## config.mk

```make
export PLATFORM = sky130hd
export DESIGN_NAME = mmio_bus_ctrl
export DESIGN_NICKNAME = d
export VERILOG_FILES = /design/src/rtl/mmio_bus_ctrl.sv
export SDC_FILE = /design/constraint.sdc
export NUM_CORES = 1
export LEC_CHECK = 0
export ABC_AREA = 1
export CORE_MARGIN = 8
export CORE_UTILIZATION = 70
export CTS_BUF_LIST = sky130_fd_sc_hd__clkbuf_2
export DETAILED_ROUTE_END_ITERATION = 12
export DONT_BUFFER_PORTS = 1
export PLACE_DENSITY = 0.86
export SLEW_MARGIN = 0
export SYNTH_ARGS = -nofsm -noshare
export SYNTH_HDL_FRONTEND = slang
export SYNTH_SLANG_ARGS = --single-unit
```

## constraint.sdc

```tcl
create_clock -name clk_in -period 5.8 [get_ports clk_in]
set_input_delay 1.45 -clock clk_in [delete_from_list [all_inputs] [get_ports clk_in]]
set_output_delay 1.45 -clock clk_in [all_outputs]
set_load 0.03 [all_outputs]
```

## src/rtl/mmio_bus_ctrl.sv

```systemverilog
// Byte-wide CPU bus decoder: RAM pass-through, UART TX/RX byte FIFOs, cycle counter and halt flag.
// Read data returns one cycle after the address; rdy_in low freezes all state except RX capture.

module mmio_fifo #(
    parameter int DEPTH_BIT = 3
) (
    input  logic                 clk,
    input  logic                 rst,
    input  logic                 push,
    input  logic [7:0]           push_data,
    input  logic                 pop,
    output logic [7:0]           head,
    output logic                 empty,
    output logic                 full,
    output logic [DEPTH_BIT:0]   count_next
);
    localparam int DEPTH = 1 << DEPTH_BIT;
    localparam logic [DEPTH_BIT:0] ONE = 1;

    logic [7:0]         mem [DEPTH];
    logic [DEPTH_BIT:0] wr_ptr;
    logic [DEPTH_BIT:0] rd_ptr;
    logic [DEPTH_BIT:0] count;
    logic               do_push;
    logic               do_pop;

    // The extra pointer bit separates a full ring from an empty one.
    assign empty   = (wr_ptr == rd_ptr);
    assign full    = (wr_ptr[DEPTH_BIT-1:0] == rd_ptr[DEPTH_BIT-1:0]) &&
                     (wr_ptr[DEPTH_BIT] != rd_ptr[DEPTH_BIT]);
    assign count   = wr_ptr - rd_ptr;
    assign do_pop  = pop & ~empty;
    assign do_push = push & (~full | do_pop);
    assign head    = mem[rd_ptr[DEPTH_BIT-1:0]];

    always_comb begin
        count_next = count;
        if (do_push && !do_pop) begin
            count_next = count + ONE;
        end else if (do_pop && !do_push) begin
            count_next = count - ONE;
        end
    end

    always_ff @(posedge clk or posedge rst) begin
        if (rst) begin
            wr_ptr <= '0;
            rd_ptr <= '0;
        end else begin
            if (do_push) wr_ptr <= wr_ptr + ONE;
            if (do_pop)  rd_ptr <= rd_ptr + ONE;
        end
    end

    always_ff @(posedge clk) begin
        if (do_push) mem[wr_ptr[DEPTH_BIT-1:0]] <= push_data;
    end
endmodule

module mmio_bus_ctrl #(
    parameter int TX_DEPTH_BIT = 3,
    parameter int RX_DEPTH_BIT = 3,
    parameter int FULL_MARGIN  = 2
) (
    input  logic        clk_in,
    input  logic        rst_in,
    input  logic        rdy_in,
    input  logic [31:0] mem_a,
    input  logic [7:0]  mem_dout,
    input  logic        mem_wr,
    output logic [7:0]  mem_din,
    output logic        io_buffer_full,
    output logic        ram_we,
    output logic [16:0] ram_addr,
    output logic [7:0]  ram_wdata,
    input  logic [7:0]  ram_rdata,
    output logic        tx_valid,
    output logic [7:0]  tx_data,
    input  logic        tx_ready,
    input  logic        rx_valid,
    input  logic [7:0]  rx_data,
    output logic        program_end
);
    localparam logic [TX_DEPTH_BIT:0] FULL_THRESH =
        (TX_DEPTH_BIT+1)'((1 << TX_DEPTH_BIT) - FULL_MARGIN);
    localparam logic [17:0] A_DATA = 18'h30000;
    localparam logic [17:0] A_CTL  = 18'h30004;

    logic [17:0]           addr;
    logic                  unused_addr_hi;
    logic                  io;
    logic                  wr_req;
    logic                  rd_req;
    logic                  hit_data;
    logic                  hit_ctl;
    logic                  tx_push;
    logic [7:0]            tx_push_data;
    logic                  tx_pop;
    logic                  tx_empty;
    logic [7:0]            tx_head;
    logic [TX_DEPTH_BIT:0] tx_cnt_next;
    logic                  unused_tx_full;
    logic                  rx_pop;
    logic                  rx_empty;
    logic [7:0]            rx_head;
    logic                  unused_rx_full;
    logic [RX_DEPTH_BIT:0] unused_rx_cnt;
    logic [31:0]           cycle_cnt;
    logic [31:0]           snapshot;
    logic                  resp_ram;
    logic                  resp_live;
    logic [7:0]            resp_byte;
    logic [7:0]            hold_byte;
    logic [7:0]            io_byte;

    assign addr           = mem_a[17:0];
    assign unused_addr_hi = ^mem_a[31:18];
    assign io             = (addr[17:16] == 2'b11);
    assign wr_req         = rdy_in & mem_wr;
    assign rd_req         = rdy_in & ~mem_wr;
    assign hit_data       = (addr == A_DATA);
    assign hit_ctl        = (addr == A_CTL);

    assign ram_we    = wr_req & ~io;
    assign ram_addr  = mem_a[16:0];
    assign ram_wdata = mem_dout;

    // A halt write also emits a 0x00 marker byte to the UART.
    assign tx_push      = wr_req & ((hit_data & (mem_dout != 8'h00)) | hit_ctl);
    assign tx_push_data = hit_ctl ? 8'h00 : mem_dout;
    assign tx_valid     = ~tx_empty;
    assign tx_data      = tx_empty ? 8'h00 : tx_head;
    assign tx_pop       = tx_valid & tx_ready & rdy_in;
    assign rx_pop       = rd_req & hit_data;

    mmio_fifo #(.DEPTH_BIT(TX_DEPTH_BIT)) u_tx_fifo (
        .clk        (clk_in),
        .rst        (rst_in),
        .push       (tx_push),
        .push_data  (tx_push_data),
        .pop        (tx_pop),
        .head       (tx_head),
        .empty      (tx_empty),
        .full       (unused_tx_full),
        .count_next (tx_cnt_next)
    );

    // The UART cannot stall, so RX capture ignores rdy_in.
    mmio_fifo #(.DEPTH_BIT(RX_DEPTH_BIT)) u_rx_fifo (
        .clk        (clk_in),
        .rst        (rst_in),
        .push       (rx_valid),
        .push_data  (rx_data),
        .pop        (rx_pop),
        .head       (rx_head),
        .empty      (rx_empty),
        .full       (unused_rx_full),
        .count_next (unused_rx_cnt)
    );

    always_comb begin
        io_byte = 8'h00;
        case (addr)
            A_DATA:   io_byte = rx_empty ? 8'h00 : rx_head;
            A_CTL:    io_byte = cycle_cnt[7:0];
            18'h30005: io_byte = snapshot[15:8];
            18'h30006: io_byte = snapshot[23:16];
            18'h30007: io_byte = snapshot[31:24];
            default:  io_byte = 8'h00;
        endcase
    end

    // After a frozen request cycle the previous byte is replayed from hold_byte.
    assign mem_din = resp_live ? (resp_ram ? ram_rdata : resp_byte) : hold_byte;

    always_ff @(posedge clk_in or posedge rst_in) begin
        if (rst_in) begin
            cycle_cnt      <= '0;
            snapshot       <= '0;
            resp_ram       <= 1'b1;
            resp_live      <= 1'b0;
            resp_byte      <= '0;
            hold_byte      <= '0;
            io_buffer_full <= 1'b0;
            program_end    <= 1'b0;
        end else begin
            resp_live <= rdy_in;
            hold_byte <= mem_din;
            if (rdy_in) begin
                cycle_cnt      <= cycle_cnt + 32'd1;
                resp_ram       <= ~io;
                resp_byte      <= io_byte;
                io_buffer_full <= (tx_cnt_next >= FULL_THRESH);
                if (rd_req && hit_ctl) snapshot    <= cycle_cnt;
                if (wr_req && hit_ctl) program_end <= 1'b1;
            end
        end
    end
endmodule
```

==> results.ini <==
[grt]
grt_pass1_vias=7109
grt_max_degree=64
grt_usage_pct=24.11
grt_overflow_total=0
grt_pass1_wl_um=35170
grt_antenna_before_repair=1

[finish]
postLayoutCoreUtil_pct=73.94
drive_gt1_share_pct=11.80
nets=1098
area_delta_synth_final_pct=4.639
finalInstanceArea_um2=10580
nFillCells=991
stdcell_count=1253

[sta]
maxClockFrequency_mhz=191.5
finalHoldViolCount=0
slew_headroom_pct=14.26
worst_pin_slew_ns=1.276
rsz0062_at_grt=false
setup_slack_ns=0.5784
fin_crit_sh_pct=90.03
skew_ns=0.05086
min_period_ns=5.222
setup_viol=0
finalMaxSlewViolations=0
tns_ns=0

[yosys]
ys.flop_type=edfxtp_1
synth_area_leaders=edfxtp_1 (38%), dfrtp_1 (23%), nand2_1 (6.8%)
netlist-cell-type-count=34
seq_area_frac_synth_pct=60.77
synth_edf_count=128
yosysWarningCount=0
postSynthCellCount=1021
synthTopCellsByCount=nand2_1 (182), nor2_1 (157), edfxtp_1 (128)
synth_nets=1094
synth.most_common_cell=nand2_1
syn_area_per_cell_um2=9.907
synthArstFlopShare_pct=41.82
synth_top_area_share_pct=38.00
ys_ff_latch=220
synth_top_area_cell=edfxtp_1
syn-cell-area_um2=10110

[clocking]
cts_made_buffers=51
clk_latency_ns=0.80
post_cts_resized=0
htreeDepth=2
cts-root-buf=clkbuf_2
clk_pin_slew_ns=0.11
clock-sinks=220
cts_tree=done
postCtsSetupBuffers=0
clock_path_buffers=3
hold_buffers=0

[routing]
drc=0
routed_via_density=5.765
wl_um=22030
postRouteAntennaNets=0
vias=7223
wire_per_inst_um=17.58
drtIter0Drc=813
drtPass1Iterations=10

[worst_setup_path]
crit_family=compound AO/OA/AOI/OAI gates
worstPathRequired_ns=4.35
path_depth=7
max_stage_delay_ns=0.76
start_kind=flop
worstPathArrival_ns=3.77
path_cells=inv_1 > ha_1 > nand3_1 > inv_1 > nand2_2 > o21ai_0 > a31oi_1
crit_buf_inv=2
path_class=reg2out
path_max_fanout=19
r2r-end=u_tx_fifo.mem[3][7]$_DFFE_PP_
cp-startpoint=u_tx_fifo.rd_ptr[1]$_DFFE_PP0P_
r2r_setup_slack_ns=1.34
worst_setup_path_end_kind=output port
crit_top_cell=inv_1
critPathSlowestCell=dfrtp_1
crit_path_end=tx_data[7]
r2r_start=u_tx_fifo.rd_ptr[1]$_DFFE_PP0P_
r2r_cells=11

[power]
p_leak_nw=4.443
irDropWorstVdd_uv=190.2
p_per_area_nw_per_um2=360.3

[place]
placed_cells=1156
dp_slack_ns=1.334
io_buffers=0
dp_hpwl_um=14830
globalplace.congestion=0.8446
postPlaceCellArea_um2=10090

[floorplanning]
dieArea_um2=18550
die_h_um=136.2
die_w_um=136.2
ios=107
coreArea_um2=14310
start_util_pct=70.66
rows=44

[outcome]
status=completed

[min_path]
worstHoldPathType=reg2reg

[flow_run]
cap_violations=0

metrics by stage:
| step | total power, W | hold slack (ns) |
|---|---|---|
| after global routing | 0.004042 | 0.5230 |
| after global placement | 0.002791 | 0.4676 |
| after floorplan | 0.002669 | 0.4530 |
| final | 0.003814 | 0.4946 |
| after detailed placement | 0.002833 | 0.4739 |
| after CTS | 0.003828 | 0.4976 |
worst reg2reg max path, delay by kind of cell (launching register included):
kind / cells / cell delay [ns]
adder cells (fa/ha/maj): 1 / 0.45
buffers and inverters: 3 / 0.66
flip-flops: 1 / 0.76
AND/OR/NAND/NOR: 7 / 2.20
report_power, final:
part	leakage (nW)	switching (W)	internal [W]	total, W
Sequential	2.27	0.000111	0.00179	0.00190
Clock	0.387	0.000594	0.000413	0.00101
Combinational	1.79	0.000650	0.000257	0.000906
Total	4.44	0.00136	0.00246	0.00381
how the worst min path moves through the flow:
stage                                          from                   endpoint  slack (ns)  cells past startpoint
after CTS                  snapshot[26]$_DFFE_PP0P_   snapshot[26]$_DFFE_PP0P_        0.50                      2
after global placement     snapshot[16]$_DFFE_PP0P_   snapshot[16]$_DFFE_PP0P_        0.47                      2
after floorplan            snapshot[10]$_DFFE_PP0P_   snapshot[10]$_DFFE_PP0P_        0.45                      2
after global routing      cycle_cnt[27]$_DFFE_PP0P_  cycle_cnt[27]$_DFFE_PP0P_        0.52                      1
after detailed placement   snapshot[14]$_DFFE_PP0P_   snapshot[14]$_DFFE_PP0P_        0.47                      2
final                      snapshot[14]$_DFFE_PP0P_   snapshot[14]$_DFFE_PP0P_        0.49                      2
state kept, by name (all words and copies together), names as in the netlist:
signal / cells
cycle_cnt: 32
hold_byte: 8
io_buffer_full: 1
program_end: 1
resp_byte: 8
resp_live: 1
resp_ram: 1
snapshot: 24
u_rx_fifo.mem: 64
u_rx_fifo.rd_ptr: 4
u_rx_fifo.wr_ptr: 4
u_tx_fifo.mem: 64
u_tx_fifo.rd_ptr: 4
u_tx_fifo.wr_ptr: 4
layout make-up:
type                    count  area [µm²]  share of cell area, %
flip-flops and latches    220        6147                  58.08
diodes                      1       2.502                0.02364
clock buffers              80       400.4                  3.783
multi-input cells         648        3287                  31.06
well taps                 184       230.2                  2.175
repair buffers              8       60.06                 0.5674
clock inverters            16       93.84                 0.8866
inverters                  96       362.8                  3.428
cells by family (layout without fill, tap and decap cells):
kind of cell             count (synthesis)  count (layout)  synth area share [%]
adder cells (fa/ha/maj)                 11              11                 1.435
AND/OR/NAND/NOR                        432             432                 18.18
buffers and inverters                  153             200                 6.729
other                                    0               1                     0
multiplexers                             3               3                0.3340
XOR/XNOR                                48              48                 4.156
flip-flops                             220             220                 60.77
AO/OA/AOI/OAI                          154             154                 8.387
layout by cell type (no fill, tap or decap), types with 7 or more instances in the layout:
master	n
a31oi_1	17
o21ai_0	99
a21oi_1	7
clkinv_1	11
edfxtp_1	128
o22ai_1	24
nand4_1	13
o2111ai_1	7
xor2_1	43
clkbuf_2	80
nor3_1	24
nor2_1	157
nand3_1	26
nand2_1	182
buf_4	8
dfrtp_1	91
ha_1	10
inv_1	90
per-layer routing:
layer / up-vias / share of wire (%) / track usage (%)
li1: 3444 / - / -
met1: 3423 / 41 / 30.37
met2: 312 / 50 / 39.86
met3: 44 / 7.1 / 5.617
met4: 0 / 2.2 / 9.335
met5: - / 0 / 0
No activity file was read; power rests on OpenSTA's default activity.
